### src/rtl/apb_reg_slave.sv
// apb_reg_slave: APB completer holding REG_NUM word-indexed registers.
// Registers 0..REG_NUM-2 are read/write with byte strobes. Register REG_NUM-1 is a
// read-only transfer counter that counts successful completions.
// Each access phase is stretched by WAIT_CYCLES wait states.
//
// Ports:
//   PCLK, PRESETn      bus clock, asynchronous active-low reset
//   PADDR              byte address (word index = PADDR >> 2)
//   PSEL, PENABLE      select / access-phase strobes
//   PWRITE             1 = write, 0 = read
//   PWDATA, PSTRB      write data and byte lanes
//   PPROT              protection attributes, accepted and ignored
//   PRDATA             read data, zero outside successful read completions
//   PREADY, PSLVERR    completion and error indicators
//   ctrl_out           live contents of register 0
module apb_reg_slave #(
    parameter int unsigned DATA_WIDTH   = 32,
    parameter int unsigned ADDR_WIDTH   = 32,
    parameter int unsigned STROBE_WIDTH = DATA_WIDTH / 8,
    parameter int unsigned REG_NUM      = 8,
    parameter int unsigned WAIT_CYCLES  = 1
) (
    input  logic                    PCLK,
    input  logic                    PRESETn,
    input  logic [ADDR_WIDTH-1:0]   PADDR,
    input  logic                    PSEL,
    input  logic                    PENABLE,
    input  logic                    PWRITE,
    input  logic [DATA_WIDTH-1:0]   PWDATA,
    input  logic [STROBE_WIDTH-1:0] PSTRB,
    input  logic [2:0]              PPROT,
    output logic [DATA_WIDTH-1:0]   PRDATA,
    output logic                    PREADY,
    output logic                    PSLVERR,
    output logic [DATA_WIDTH-1:0]   ctrl_out
);

    localparam int unsigned CNT_W = (WAIT_CYCLES > 0) ? $clog2(WAIT_CYCLES + 1) : 1;
    localparam int unsigned IDX_W = (REG_NUM > 1) ? $clog2(REG_NUM) : 1;
    localparam int unsigned LAST  = REG_NUM - 1;

    typedef enum logic {
        StIdle,
        StAccess
    } state_t;

    state_t                  r_state;
    state_t                  w_state_nxt;
    logic [CNT_W-1:0]        r_cnt;
    logic [CNT_W-1:0]        w_cnt_nxt;
    logic [DATA_WIDTH-1:0]   r_regs [REG_NUM];

    logic                    w_complete;
    logic [ADDR_WIDTH-1:0]   w_word;
    logic [IDX_W-1:0]        w_idx;
    logic                    w_valid;
    logic                    w_err;
    logic                    w_ok;
    logic                    w_unused;

    assign w_unused = ^PPROT;

    // ---------------- FSM ----------------
    always_ff @(posedge PCLK or negedge PRESETn) begin
        if (!PRESETn) begin
            r_state <= StIdle;
            r_cnt   <= '0;
        end else begin
            r_state <= w_state_nxt;
            r_cnt   <= w_cnt_nxt;
        end
    end

    always_comb begin
        w_state_nxt = r_state;
        w_cnt_nxt   = r_cnt;
        case (r_state)
            StIdle: begin
                if (PSEL && !PENABLE) begin
                    w_state_nxt = StAccess;
                    w_cnt_nxt   = CNT_W'(WAIT_CYCLES);
                end
            end
            StAccess: begin
                if (!PSEL) begin
                    // Abort: drop the transfer without touching any register.
                    w_state_nxt = StIdle;
                    w_cnt_nxt   = '0;
                end else if (PENABLE) begin
                    if (r_cnt != '0) begin
                        w_cnt_nxt = r_cnt - 1'b1;
                    end else begin
                        w_state_nxt = StIdle;
                    end
                end
            end
            default: begin
                w_state_nxt = StIdle;
                w_cnt_nxt   = '0;
            end
        endcase
    end

    // ---------------- Decode ----------------
    assign w_complete = (r_state == StAccess) && PSEL && PENABLE && (r_cnt == '0);
    assign w_word     = PADDR >> 2;
    assign w_idx      = w_word[IDX_W-1:0];
    assign w_valid    = (PADDR[1:0] == 2'b00) && (w_word < ADDR_WIDTH'(REG_NUM));
    // Writing the counter slot is an error; reading it is fine.
    assign w_err      = w_complete && (!w_valid || (PWRITE && (w_idx == IDX_W'(LAST))));
    assign w_ok       = w_complete && !w_err;

    assign PREADY   = w_complete;
    assign PSLVERR  = w_err;
    assign PRDATA   = (w_ok && !PWRITE) ? r_regs[w_idx] : '0;
    assign ctrl_out = r_regs[0];

    // ---------------- Register file ----------------
    // A successful write never targets LAST, so the strobed write and the counter
    // increment never collide on the same register.
    always_ff @(posedge PCLK or negedge PRESETn) begin
        if (!PRESETn) begin
            for (int i = 0; i < REG_NUM; i++) begin
                r_regs[i] <= '0;
            end
        end else if (w_ok) begin
            if (PWRITE) begin
                for (int b = 0; b < STROBE_WIDTH; b++) begin
                    if (PSTRB[b]) begin
                        r_regs[w_idx][8*b +: 8] <= PWDATA[8*b +: 8];
                    end
                end
            end
            r_regs[LAST] <= r_regs[LAST] + DATA_WIDTH'(1);
        end
    end

endmodule

### config.mk
export PLATFORM = sky130hd
export DESIGN_NAME = apb_reg_slave
export DESIGN_NICKNAME = d
export VERILOG_FILES = /design/src/rtl/apb_reg_slave.sv
export SDC_FILE = /design/constraint.sdc
export NUM_CORES = 1
export LEC_CHECK = 0
export CORE_AREA = 2 2 153 155
export CTS_BUF_LIST = sky130_fd_sc_hd__clkbuf_2 sky130_fd_sc_hd__clkbuf_4 sky130_fd_sc_hd__clkbuf_8
export CTS_CLUSTER_DIAMETER = 150
export DETAILED_ROUTE_END_ITERATION = 16
export DIE_AREA = 0 0 155 157
export HOLD_SLACK_MARGIN = 0.06
export PLACE_DENSITY = 0.78
export SLEW_MARGIN = 20
export SYNTH_ARGS = -nofsm -noshare
export SYNTH_HDL_FRONTEND = slang
export SYNTH_SLANG_ARGS = --single-unit
### constraint.sdc
create_clock -name PCLK -period 5.1 [get_ports PCLK]
set_clock_uncertainty 0.2 [all_clocks]
set_input_delay 1.275 -clock PCLK [delete_from_list [all_inputs] [get_ports PCLK]]
set_output_delay 1.275 -clock PCLK [all_outputs]
set_load 0.01 [all_outputs]
# Word level (Yosys, flattened, before mapping)
# Cells that the tools add are included.
# totals
regBits,258
wordCells,75
# op_classes
order_cmp,3
addsub,2
n_eq_ne,3
bitwise,3
n_mux,36
n_reduce_logical,18
# ops
op,count
2-to-1 mux 256 bit,10
bitwise mux 256 bit,4
demux 32 bit (select 3 bit),4
2-to-1 mux 32 bit,4
binary-select mux 32 bit (select 3 bit),1
"adder 32 x 1 -> 32 bit, second input constant",1
"< comparator 30 x 4 -> 1 bit, second input constant",1
2-to-1 mux 24 bit,1
2-to-1 mux 16 bit,1
logical AND 1 bit,10
2-to-1 mux 1 bit,8
2-to-1 mux 8 bit,1
"greater-or-equal comparator 4 bit, second input constant",1
logical NOT 1 bit,4
"< comparator 4 x 1 -> 1 bit, second input constant",1
NOT 3 -> 4 bit,1
one-hot mux 1 bit (2 select lines),2
AND reduction 2 bit,2
"== test 3 bit, second input constant",1
"inequality test 3 bit, second input constant",1
logical NOT 2 bit,1
"inequality test 2 bit, second input constant",1
NOT 1 bit,2
logical OR 1 bit,1
"subtractor 1 bit, second input constant",1

# Longest topological paths before layout
# Gate-level depths: netlist (run 1).
# depth
ltp_word,19
depth_mapped,9

# Worst setup path before layout (run 1)
# No wires, ideal clock.
# synth_timing
path_kind,input to output
start,input port PADDR[28]
end,output port PRDATA[10]
path_stages,7
path_buffers,3
required_time_ps,3625
arrival_ps,3249
slack_ps,376
path_cell_list,nor4_1 > nand3_1 > clkbuf_1 > or4_1 > clkbuf_1 > buf_2 > a2111oi_0
# synth_via
elab_chain_cells,9
# synth_lines
item,line_no,source
start: declaration,25,"input logic [ADDR_WIDTH-1:0] PADDR,"
< comparator 30 x 4 -> 1 bit,108,assign w_valid = (PADDR[1:0] == 2'b00) && (w_word < ADDR_WIDTH'(REG_NUM));
logical AND 1 bit,108,
logical NOT 1 bit,110,assign w_err = w_complete && (!w_valid || (PWRITE && (w_idx == IDX_W'(LAST))));
logical OR 1 bit,110,
logical AND 1 bit,110,
logical NOT 1 bit,111,assign w_ok = w_complete && !w_err;
logical AND 1 bit,111,
logical AND 1 bit,115,assign PRDATA = (w_ok && !PWRITE) ? r_regs[w_idx] : '0;
2-to-1 mux 32 bit,115,
end: declaration,32,"output logic [DATA_WIDTH-1:0] PRDATA,"
# Every way passes these cells.

# Worst setup path after layout (run 1)
# layout_timing
start,input port PADDR[28]
end,output port PRDATA[29]
# Same word-level chain as after synthesis.

==> parameters.txt, run 1 <==
Parameter                              Value

Logic synthesis
  Number of enable flip-flop cells after synthesis    0
  Top FF cell, synth    dfrtp_1
  Mean instance size in the synthesized netlist    12.9 um^2
  Post-Synthesis Cells    959
  Post-synthesis instance area    0.0124 mm^2
  Library cell with the highest instance count after synthesis    dfrtp_1
  Unique cell type count in the Yosys netlist    47
  Dominant cells by area after synthesis    dfrtp_1, mux2_2, mux4_2
  Synthesized netlist net count    1036
  Fraction of registers with async set or reset after synthesis    100%
  Yosys synthesis warning count    0
  Largest area contributor in the synthesized netlist    dfrtp_1
  Top-area cell type share of the netlist area    52.3%
  FF+latch count, synth    258
  Sequential-to-total area share from yosys stat    52.3%
  Top cells by count, synth    dfrtp_1, mux2_2, nand2_1

STA
  Number of setup violations in the final report    0
  Count of pins over their slew limit    0
  Final period utilization    99.4%
  Hold violation total from the final report    0
  Worst slack on hold paths    291 ps
  Worst slew pin tran    965 ps
  Relative slew margins    35.7%
  Min Tclk post-route    5070 ps
  Final worst setup slack    32.0 ps
  Highest Clock Rate    197 MHz

Worst setup path
  Category of the most critical setup path    primary input to output port
  Crit path max fanout    9
  Endpoint kind of the worst setup timing path    output port
  Worst EP arrival    3590 ps
  Critical path buffer and inverter count    4
  Cell-by-cell listing of the critical path    clkdlybuf4s50_1 -> nor4_2 -> nand3_1 -> or4_4 -> buf_12 -> buf_6 -> a2111oi_4 -> buf_2
  Worst path required time    3620 ps
  Startpoint class of the critical path    primary input
  Cell with the biggest individual delay on the critical path    or4_4
  Delay of the slowest critical-path stage    590 ps
  Gate family responsible for the most delay along the worst path    simple AND/OR/NAND/NOR gates

Pwr
  P_sw    0.968 mW
  Total power per unit cell area    277 mW/mm^2
  Clk network pwr share    45.1%
  Highest ir drop seen on vdd    0.192 mV
  Switching part of the total power    22.9%
  Power share of the combinational group    6.4%
  Internal power consumption    3.27 mW
  Proportion of power drawn by flip-flops and latches    48.4%
  Leakage power total    7.46 nW
  Final Power    4.23 mW

Die
  Horizontal extent of the die    155 um
  Number of rows created at floorplan    55
  Vertical extent of the die    157 um
  Initial cell density of the core    54.9%
  Total core area    0.0225 mm^2
  Number of placed I/O pins    142
  Floorplan die area    0.0243 mm^2

Layout
  Fraction of final layout cells with drive strength greater than 1    39.1%
  FF/Latch Area    0.00646 mm^2
  Area delta synth->final    23.9%
  NumNets Final    1213
  Area of the multi-input gates    0.00567 mm^2
  Fill cell instance count of the final layout    1612

Worst hold path
  Type of the most critical hold path    flop to flop

Route
  Number of design-rule violations left by the first detailed-router iteration    664
  Routed WL per cell    22.0 um
  Number of design rule violations left after detail routing    0
  Number of routed nets with antenna violations    0
  Total wirelength of the detailed-routed design    32000 um
  Routed vias    8678
  First-pass DRT Iterations    5
  Via density per instance    5.98

Global route
  Overall routing resource usage    26.8%
  Met2 track demand over resource    44.8%
  Met3 layer usage reported by global route    4.60%
  Most heavily used metal layer in global routing    met2
  Met1 GRT Util    35.3%
  First-pass GRT wire length    50400 um
  Number of antenna violations at the first check in global routing    1
  Sum of overflow across all layers after global routing    0
  Via count of the first global-routing pass    9133
  Pin count of the biggest net entering global routing    126

Placed design
  HPWL reported at the end of detailed placement    20800 um
  Setup slack at placement    -636 ps
  Final weighted congestion in routability-driven placement    0.879
  PortBufs    138

Clock network
  CTS tree    built
  Number of buffers created by CTS    43
  H-Tree Level Count    2
  Sink Count    258
  Clk Latency, worst-skew pair    550 ps
  Clock slew at reported path FFs    60 ps
  Buffer depth of the longest clock path    3
  Count of hold-fix buffers inserted at cts    0
  Cell at the root of the clock tree    clkbuf_8

Run status
  Run status    completed

Flow run
  Max cap viols    0
[kinds of logic (layout without fill, tap and decap cells)]
family,Yosys count,after routing,share of synthesized area (%)
AO/OA/AOI/OAI,85,85,4.74
XOR/XNOR,31,31,2.20
adder cells (fa/ha/maj),2,2,0.182
buffers and inverters,82,289,3.55
flip-flops,258,258,52.3
multiplexers,297,297,29.1
other,0,1,0
AND/OR/NAND/NOR,204,204,8.00
[through the flow]
stage	util [%]	instance area, um^2	std cells	setup TNS, ps
after floorplan	-	12400	959	0
after global placement	63.3	14200	1376	-10290
after detailed placement	63.3	14200	1376	-10590
after CTS	67.9	15300	1451	0
after global routing	68.0	15300	1452	-262
final	68.0	15300	1452	0
[cell usage in the layout, fill, tap and decap left out, types with 3 or more instances in the layout]
cell type / netlist / layout
mux2_2: 236 / 236
buf_12: 0 / 7
nand4_1: 12 / 12
dlygate4sd2_1: 0 / 13
xor2_1: 17 / 17
clkdlybuf4s50_1: 0 / 99
mux4_2: 25 / 25
nand3_1: 16 / 15
mux2_1: 9 / 9
nand2_1: 65 / 65
nor4_1: 28 / 23
a211oi_2: 0 / 4
xnor2_1: 14 / 14
o22ai_1: 20 / 20
clkbuf_4: 0 / 16
buf_2: 9 / 15
buf_4: 32 / 57
clkbuf_8: 0 / 57
a211o_1: 4 / 4
a21oi_1: 19 / 18
o21ai_0: 5 / 5
or2_2: 4 / 4
a211oi_1: 14 / 10
nand2b_1: 5 / 5
a2111oi_4: 0 / 4
mux2i_1: 27 / 27
nor3_2: 0 / 5
clkdlybuf4s15_2: 0 / 3
inv_1: 10 / 10
o22a_1: 7 / 7
o221ai_1: 6 / 6
dfrtp_1: 258 / 258
nor2_1: 43 / 43
nor4_2: 2 / 5
nor3_1: 18 / 12
[cell type report]
cell class	count	share of cell area (%)
diodes	1	0.0163
clock buffers	73	5.91
clock inverters	2	0.0654
inverters	12	0.294
multi-input cells	619	37.0
flip-flops and latches	258	42.2
well taps	285	2.33
repair buffers	202	12.2
[registers in the layout, indices dropped and copies added (netlist names)]
name,cells
r_regs,224
r_state,1
r_cnt,1
ctrl_out,32
[final timing paths]
| check | startpoint | endpoint | slack (ps) | cells past startpoint |
|---|---|---|---|---|
| max reg2reg | r_regs[2]$_DFFE_PN0P_ | r_regs[27]$_DFFE_PN0P_ | 2280 | 5 |
| max | PADDR[28] | PRDATA[29] | 30 | 8 |
| max in group asynchronous | PRESETn | r_regs[185]$_DFFE_PN0P_ | 3100 | 2 |
| min in group asynchronous | PRESETn | r_regs[75]$_DFFE_PN0P_ | 650 | 1 |
| min | r_regs[218]$_DFFE_PN0P_ | r_regs[218]$_DFFE_PN0P_ | 290 | 1 |
| min reg2reg | r_regs[218]$_DFFE_PN0P_ | r_regs[218]$_DFFE_PN0P_ | 290 | 1 |
[per-layer routing]
metal	up-vias	part of all wire [%]
li1	3866	-
met5	-	0
met4	0	3.0
met1	4421	41
met3	74	6.3
met2	317	49
[power groups by stage]
stage | sequential (mW) | combinational [mW] | clock, mW
2_1_floorplan | 2.09 | 0.0867 | 0
3_3_place_gp | 2.09 | 0.259 | 0
3_5_place_dp | 2.09 | 0.262 | 0
4_1_cts | 2.05 | 0.273 | 1.94
5_1_grt | 2.05 | 0.296 | 2.04
6_report | 2.05 | 0.272 | 1.91
[repair_timing]
item                                    4_1_cts  5_1_grt
setup buffers                                 3        0
resized for setup                           120        9
pin swaps                                     5        4
endpoints found under the setup margin       32       27
Note: power is estimated with default switching activity, not from simulation.
==> run 2: changes to the inputs <==
--- a/config.mk
+++ b/config.mk
@@ -5,6 +5,7 @@
 export SDC_FILE = /design/constraint.sdc
 export NUM_CORES = 1
 export LEC_CHECK = 0
+export ABC_CLOCK_PERIOD_IN_PS = 5100
 export CORE_AREA = 2 2 153 155
 export CTS_BUF_LIST = sky130_fd_sc_hd__clkbuf_2 sky130_fd_sc_hd__clkbuf_4 sky130_fd_sc_hd__clkbuf_8
 export CTS_CLUSTER_DIAMETER = 150
==> results of run 2 <==
Same layout as run 1: the final DEF is identical, and so are final timing and power.
